### config.mk
export PLATFORM = sky130hd
export DESIGN_NAME = ov7670_pixel_stream
export DESIGN_NICKNAME = d
export VERILOG_FILES = /design/src/rtl/ov7670_pixel_stream.sv
export SDC_FILE = /design/constraint.sdc
export NUM_CORES = 1
export LEC_CHECK = 0
export CORE_MARGIN = 5
export CORE_UTILIZATION = 40
export DETAILED_ROUTE_END_ITERATION = 7
export PLACE_DENSITY_LB_ADDON = 0.25
export SLEW_MARGIN = 20
export SYNTH_ARGS = -nofsm -noshare
export SYNTH_HDL_FRONTEND = slang
export SYNTH_SLANG_ARGS = --single-unit
### constraint.sdc
create_clock -name c_PCLK -period 2.44 [get_ports c_PCLK]
set_input_delay 0.488 -clock c_PCLK [delete_from_list [all_inputs] [get_ports c_PCLK]]
set_output_delay 0.488 -clock c_PCLK [all_outputs]
set_load 0.05 [all_outputs]
### src/rtl/ov7670_pixel_stream.sv
// OV7670 capture front end: samples the camera pins on PCLK, packs bytes into
// pixels, crops and decimates a window, tags each kept pixel with output
// coordinates and frame/line markers, and presents it on a valid/ready stage.
module ov7670_pixel_stream #(
  parameter int H_ACTIVE = 640,
  parameter int V_ACTIVE = 480,
  parameter int BPP      = 2,
  parameter int CROP_X0  = 0,
  parameter int CROP_Y0  = 0,
  parameter int CROP_W   = 640,
  parameter int CROP_H   = 480,
  parameter int DEC_X    = 1,
  parameter int DEC_Y    = 1,
  localparam int PW      = 8 * BPP
) (
  input  logic          c_PCLK,
  input  logic          rst,
  input  logic          capture_en,
  input  logic          c_VSYNC,
  input  logic          c_HREF,
  input  logic [7:0]    c_DOUT,
  output logic [PW-1:0] pix_data,
  output logic          pix_valid,
  input  logic          pix_ready,
  output logic [9:0]    pix_x,
  output logic [8:0]    pix_y,
  output logic          pix_sof,
  output logic          pix_eol,
  output logic          frame_done,
  output logic [15:0]   overflow_cnt,
  output logic [1:0]    err_status
);

  localparam int OUT_W = (CROP_W + DEC_X - 1) / DEC_X;

  // Comparison constants sized to the counters they are compared against
  localparam logic [10:0] X0    = 11'(CROP_X0);
  localparam logic [10:0] X_END = 11'(CROP_X0 + CROP_W);
  localparam logic [10:0] H_ACT = 11'(H_ACTIVE);
  localparam logic [8:0]  Y0    = 9'(CROP_Y0);
  localparam logic [8:0]  Y_END = 9'(CROP_Y0 + CROP_H);
  localparam logic [8:0]  V_ACT = 9'(V_ACTIVE);
  localparam logic [3:0]  DXM1  = 4'(DEC_X - 1);
  localparam logic [3:0]  DYM1  = 4'(DEC_Y - 1);
  localparam logic [9:0]  OWM1  = 10'(OUT_W - 1);
  localparam logic        BPM1  = 1'(BPP - 1);

  typedef enum logic [1:0] {IDLE, WAIT_VS, FRAME} state_t;

  state_t state, state_nxt;

  logic          vsync_p0, href_p0;
  logic [7:0]    acc_p0;
  logic          byte_ph;
  logic [10:0]   x_in;
  logic [8:0]    y_in;
  logic [3:0]    cph, lph;
  logic [9:0]    ox;
  logic [8:0]    oy;

  logic          vs_fall, vs_rise, href_fall;
  logic          in_frame, pix_done, col_in, y_win, row_keep, keep;
  logic [PW-1:0] pix_word;

  function automatic logic [15:0] sat_inc16(input logic [15:0] v);
    return (v == 16'hFFFF) ? v : v + 16'd1;
  endfunction

  function automatic logic [10:0] sat_inc11(input logic [10:0] v);
    return (v == 11'h7FF) ? v : v + 11'd1;
  endfunction

  function automatic logic [8:0] sat_inc9(input logic [8:0] v);
    return (v == 9'h1FF) ? v : v + 9'd1;
  endfunction

  assign vs_fall   = vsync_p0 & ~c_VSYNC;
  assign vs_rise   = ~vsync_p0 & c_VSYNC;
  assign href_fall = href_p0 & ~c_HREF;

  assign in_frame  = (state == FRAME);
  assign pix_done  = in_frame && c_HREF && (byte_ph == BPM1);
  assign col_in    = (x_in >= X0) && (x_in < X_END);
  assign y_win     = (y_in >= Y0) && (y_in < Y_END);
  assign row_keep  = y_win && (lph == 4'd0);
  assign keep      = pix_done && col_in && row_keep && (cph == 4'd0);
  assign pix_word  = (BPP == 1) ? PW'(c_DOUT) : PW'({acc_p0, c_DOUT});

  // FSM state register
  always_ff @(posedge c_PCLK) begin
    if (rst) state <= IDLE;
    else     state <= state_nxt;
  end

  // FSM next state: frames start only on a VSYNC fall, end on a VSYNC rise
  always_comb begin
    state_nxt = state;
    case (state)
      IDLE:    if (capture_en) state_nxt = WAIT_VS;
      WAIT_VS: begin
        if (vs_fall)          state_nxt = FRAME;
        else if (!capture_en) state_nxt = IDLE;
      end
      FRAME:   if (vs_rise) state_nxt = capture_en ? WAIT_VS : IDLE;
      default: state_nxt = IDLE;
    endcase
  end

  // Byte holding register for the first byte of a two-byte pixel
  always_ff @(posedge c_PCLK) begin
    if (c_HREF) acc_p0 <= c_DOUT;
  end

  // ---- stage p0: pin copies, input position, crop/decimate phases, status
  always_ff @(posedge c_PCLK) begin
    if (rst) begin
      vsync_p0   <= 1'b0;
      href_p0    <= 1'b0;
      byte_ph    <= 1'b0;
      x_in       <= '0;
      y_in       <= '0;
      cph        <= '0;
      lph        <= '0;
      ox         <= '0;
      oy         <= '0;
      frame_done <= 1'b0;
      err_status <= '0;
    end else begin
      vsync_p0   <= c_VSYNC;
      href_p0    <= c_HREF;
      frame_done <= 1'b0;
      if (state == WAIT_VS && vs_fall) begin
        byte_ph <= 1'b0;
        x_in    <= '0;
        y_in    <= '0;
        cph     <= '0;
        lph     <= '0;
        ox      <= '0;
        oy      <= '0;
      end else if (in_frame) begin
        if (c_HREF) begin
          byte_ph <= (byte_ph == BPM1) ? 1'b0 : ~byte_ph;
          if (pix_done) begin
            x_in <= sat_inc11(x_in);
            if (col_in) cph <= (cph == DXM1) ? 4'd0 : cph + 4'd1;
            if (keep)   ox  <= ox + 10'd1;
          end
        end
        if (href_fall) begin
          if (x_in != H_ACT) err_status[0] <= 1'b1;
          byte_ph <= 1'b0;
          x_in    <= '0;
          cph     <= '0;
          ox      <= '0;
          y_in    <= sat_inc9(y_in);
          if (y_win)    lph <= (lph == DYM1) ? 4'd0 : lph + 4'd1;
          if (row_keep) oy  <= oy + 9'd1;
        end
        if (vs_rise) begin
          if (y_in == V_ACT) frame_done    <= 1'b1;
          else               err_status[1] <= 1'b1;
        end
      end
    end
  end

  // ---- stage p1: single output register with drop-on-full accounting
  always_ff @(posedge c_PCLK) begin
    if (rst) begin
      pix_valid    <= 1'b0;
      pix_data     <= '0;
      pix_x        <= '0;
      pix_y        <= '0;
      pix_sof      <= 1'b0;
      pix_eol      <= 1'b0;
      overflow_cnt <= '0;
    end else if (keep && (!pix_valid || pix_ready)) begin
      pix_valid <= 1'b1;
      pix_data  <= pix_word;
      pix_x     <= ox;
      pix_y     <= oy;
      pix_sof   <= (ox == 10'd0) && (oy == 9'd0);
      pix_eol   <= (ox == OWM1);
    end else begin
      if (keep)      overflow_cnt <= sat_inc16(overflow_cnt);
      if (pix_ready) pix_valid    <= 1'b0;
    end
  end

endmodule

# == Yosys cells after proc, flatten, opt, wreduce, memory -nomap -nowiden ==
# Cells that the tools add are included.
# classes
addsub,7
n_lt_le_gt_ge,4
n_eq_ne,12
mux,26
bitwise_logic,14
reduce_logical,36
# op_table
operator,n
$mux W11,4
$mux W10,4
$mux W4,6
$reduce_and A4 Y1,5
$add A9 B1 Y9 const B,2
$eq A9 B9 Y1 const B,2
$add A16 B1 Y16 const B,1
$eq A16 B16 Y1 const B,1
$reduce_and A3 Y1,5
$add A11 B1 Y11 const B,1
$eq A11 B11 Y1 const B,1
$ge A11 B1 Y1 const B,1
$logic_and A1 B1 Y1,11
$lt A11 B10 Y1 const B,1
$ne A11 B10 Y1 const B,1
$not A1 Y1,11
$add A10 B1 Y10 const B,1
$eq A10 B10 Y1 const B,1
$logic_not A10 Y1,1
$reduce_bool A2 Y1,5
$ge A9 B1 Y1 const B,1
$logic_not A9 Y1,1
$lt A9 B9 Y1 const B,1
$add A4 B1 Y4 const B,2
other kinds (15),29
# totals
reg_bits,117
inputBits,14
out_inout_bits,57

# == Depth between registers and ports, before layout ==
# logic_depth
depth_word,10
depth_mapped,9
depth_no_buf,8

# == Worst setup path after synthesis ==
# No wires, ideal clock.
# synth_timing
kind,register to register
start,reg overflow_cnt[0]
end,reg overflow_cnt[1]
arrival_time_ns,2.396
required_time_ns,2.312
setup_slack_ns,-0.083
path_stages_with_launch,10
path_cell_list,dfxtp_1 > ha_1 > nand3_1 > or3_1 > clkbuf_1 > o211ai_2 > buf_2 > buf_2 > mux2i_1 > nor2_1
# synth_via
elab_chain_len,3
# synth_rtl
item,line,source
start: declaration,30,"output logic [15:0] overflow_cnt,"
start signal: assignment,185,if (keep) overflow_cnt <= sat_inc16(overflow_cnt);
branches (longest 3 deep; another with $add A16 B1 Y16),--,
# Several ways; the timed one is not identified.
# A chain may end at the register's enable or synchronous reset.

# == Worst setup path in the final report ==
# layout_timing
start,reg cph[0]
end,reg overflow_cnt[15]
# layout_via
elab_chain_len,5
# layout_rtl
item,line,source
start: declaration,57,"logic [3:0] cph, lph;"
start signal: assignment,145,if (col_in) cph <= (cph == DXM1) ? 4'd0 : cph + 4'd1;
$logic_not A4 Y1 (*),86,assign keep = pix_done && col_in && row_keep && (cph == 4'd0);
$logic_and A1 B1 Y1 (*),86,
$logic_and A1 B1 Y1,177,end else if (keep && (!pix_valid || pix_ready)) begin
$not A1 Y1 (no line),--,
$reduce_and A3 Y1 (no line) (*),--,
# Every way passes the cells marked *; elsewhere a longest branch is shown, timed or not.

==> impl_metrics.json <==
{
  "hold_viol_final": 0,
  "root_buffer": "clkbuf_16",
  "antenna_found_initial": 0,
  "synth_area_um2": 5090,
  "firstDrtPassIters": 4,
  "ios": 71,
  "ys_warn_count": 0,
  "grt_usage_pct": 16.9,
  "async_flop_share_pct": 0,
  "area_growth_pct": 34.3,
  "clock_latency_ns": 0.42,
  "vdd_drop_max_v": 0.000430,
  "synthTopCellsByCount": "109 x dfxtp_1, 109 x nand2_1, 69 x a21oi_1",
  "fp.coreArea_um2": 12600,
  "routed_wl_mm": 12.1,
  "multi_input_area_um2": 2500,
  "htree_num_levels": 4,
  "hpwlAfterDp_mm": 8.52,
  "synth_cell_type_count": 49,
  "grt_start_max_net_pins": 62,
  "period_share_pct": 93.8,
  "ys_ff_latch": 117,
  "clk_pin_slew_ns": 0.05,
  "routedWlPerCell_um": 13.6,
  "die_x_um": 123,
  "stdcell_area_um2": 6840,
  "clockBufferDepth": 2,
  "synth_enable_flop_cells": 8,
  "final-setup-viol-count": 0,
  "ant_nets": 0,
  "pre_cts_ws_ns": -0.271,
  "register_area_um2": 2420,
  "maxSlewHeadroom_pct": 65.1,
  "grt_first_pass_wirelength_mm": 20.2,
  "finalCriticalPeriod_ns": 2.29,
  "avgSynthCellArea_um2": 8.46,
  "fmax_mhz": 437,
  "dieArea_um2": 15100,
  "cts_buffers": 17,
  "portBuffers": 70,
  "worstPathMaxFanout": 13,
  "pwr_density_cell_nw_per_um2": 659,
  "setup_slack_ns": 0.151,
  "yosysSeqAreaShare_pct": 47.6,
  "num_antenna_cells": 0,
  "n_fill_cell": 1164,
  "crit_arrival_ns": 2.59,
  "worst-setup-path-type": "register to register",
  "synth_area_leaders": "dfxtp_1 43%, nand2_1 8.0%, a21oi_1 6.8%, edfxtp_1 4.7%, nor2_1 3.7%",
  "drt_iter0_drc": 329,
  "leakagePower_nw": 2.38,
  "hp-class": "register to register",
  "yosysTopAreaCellShare_pct": 42.9,
  "outcome": "completed",
  "clock_sink_count": 117,
  "synth-main-ff-cell": "dfxtp_1",
  "num_rows": 41,
  "tightestPinTransition_ns": 0.521,
  "cts_hold_buf": 0,
  "yosysTopAreaCell": "dfxtp_1",
  "syn-num-nets": 630,
  "drv_cap": 0,
  "cts_tree": "built",
  "fin_nets": 730,
  "skew_ns": 0.0122,
  "crit_required_ns": 2.74,
  "final_core_util_pct": 54.4,
  "placed_area_um2": 6190,
  "gp_congestion": 0.840,
  "drc_errors": 0,
  "syn_inst": 602,
  "slew_violations": 0,
  "die_h_um": 123,
  "crit_path_start_kind": "register",
  "setup-tns-final_ns": 0,
  "start_util_pct": 40.5,
  "crit_path_end_kind": "register",
  "vias": 4535,
  "layout-drive-gt1-share_pct": 12.0,
  "grt_pass1_vias": 4328,
  "grt_overflow_total": 0,
  "vias_per_cell": 5.11
}
sequential cells by signal (all words and copies together), names as in the netlist, 4 cells and up:
register,flops
acc_p0,8
cph,4
lph,4
overflow_cnt,16
ox,10
oy,9
pix_data,16
pix_x,10
pix_y,9
x_in,11
y_in,9
worst paths after layout:
kind                            cells past startpoint                to  slack (ns)          from
worst max-delay path                                7  overflow_cnt[15]        0.15        cph[0]
worst max register to register                      7  overflow_cnt[15]        0.15        cph[0]
worst min-delay path                                2      pix_data[14]        0.45  pix_data[14]
worst min register to register                      2      pix_data[14]        0.45  pix_data[14]
layer usage:
metal | track usage (%) | wire (µm) | up-vias
met2 | 27.6 | 5820 | 93
li1 | - | - | 2308
met4 | 7.84 | 193 | 0
met5 | 0 | 0 | -
met3 | 4.56 | 591 | 17
met1 | 20.6 | 5480 | 2117
stage by stage:
| stage | hold slack, ns | std cells | power, mW |
|---|---|---|---|
| 3_5_place_dp | 0.447 | 852 | 2.09 |
| 3_3_place_gp | 0.444 | 852 | 2.09 |
| 5_1_grt | 0.475 | 887 | 4.66 |
| 2_1_floorplan | 0.456 | 602 | 2.03 |
| 6_report | 0.452 | 887 | 4.51 |
| 4_1_cts | 0.455 | 884 | 4.55 |
logic make-up (layout without fill, tap and decap cells):
| group | Yosys count | after routing | share of synthesized area (%) |
|---|---|---|---|
| multiplexers | 5 | 5 | 1.03 |
| buffers and inverters | 46 | 159 | 3.71 |
| adder cells (fa/ha/maj) | 14 | 14 | 3.44 |
| AO/OA/AOI/OAI | 110 | 110 | 11.9 |
| AND/OR/NAND/NOR | 283 | 283 | 27.7 |
| flip-flops | 117 | 117 | 47.6 |
| XOR/XNOR | 27 | 27 | 4.64 |
where the power goes:
group / switching, mW / internal [mW] / total (mW)
sequential: 0.00481 / 1.95 / 1.95
clock: 0.877 / 1.58 / 2.46
combinational: 0.0559 / 0.0385 / 0.0943
worst max-delay path, stage by stage, from the launching register on:
cell	delay, ns
dfxtp_1	0.31
inv_1	0.06
ha_1	0.14
or3b_4	0.40
nor4_4	0.37
o211ai_4	0.21
nor4_1	0.31
mux2_2	0.36
placed cells by master, fill, tap and decap left out, types with 3 or more instances in the layout:
master | netlist | final
o31ai_1 | 5 | 5
nor4_1 | 12 | 12
a31oi_1 | 5 | 5
clkbuf_16 | 0 | 17
nor2_1 | 50 | 50
nand2b_1 | 5 | 5
clkdlybuf4s50_1 | 0 | 69
xor2_1 | 15 | 15
and3_1 | 7 | 7
nor3_1 | 14 | 14
a21oi_1 | 69 | 69
and4_1 | 4 | 4
or3_1 | 16 | 16
nor2b_1 | 4 | 4
ha_1 | 14 | 14
mux2i_1 | 3 | 3
or4_1 | 6 | 6
o21ai_0 | 22 | 22
dfxtp_1 | 109 | 107
inv_1 | 17 | 17
clkbuf_8 | 0 | 3
nand3_1 | 22 | 22
nand2_1 | 109 | 109
buf_4 | 0 | 37
edfxtp_1 | 8 | 8
buf_12 | 0 | 3
nand4_1 | 14 | 14
xnor2_1 | 12 | 12
clkinvlp_4 | 0 | 4
timing repair:
action | in CTS | in global routing
endpoints found under the setup margin | 2 | 10
setup buffers | 0 | 3
pin swaps | 0 | 1
gates resized for setup | 1 | 2
endpoints found under the hold margin | 0 | 0
cell type report:
class / instances / share of cell area [%]
clock buffer: 21 / 6.88
clock inverter: 11 / 1.85
inverter: 17 / 0.933
multi-input combinational: 439 / 36.6
sequential: 117 / 35.5
tap: 172 / 3.15
timing repair buffer: 110 / 15.1
Note: power is estimated with default switching activity, not from simulation.
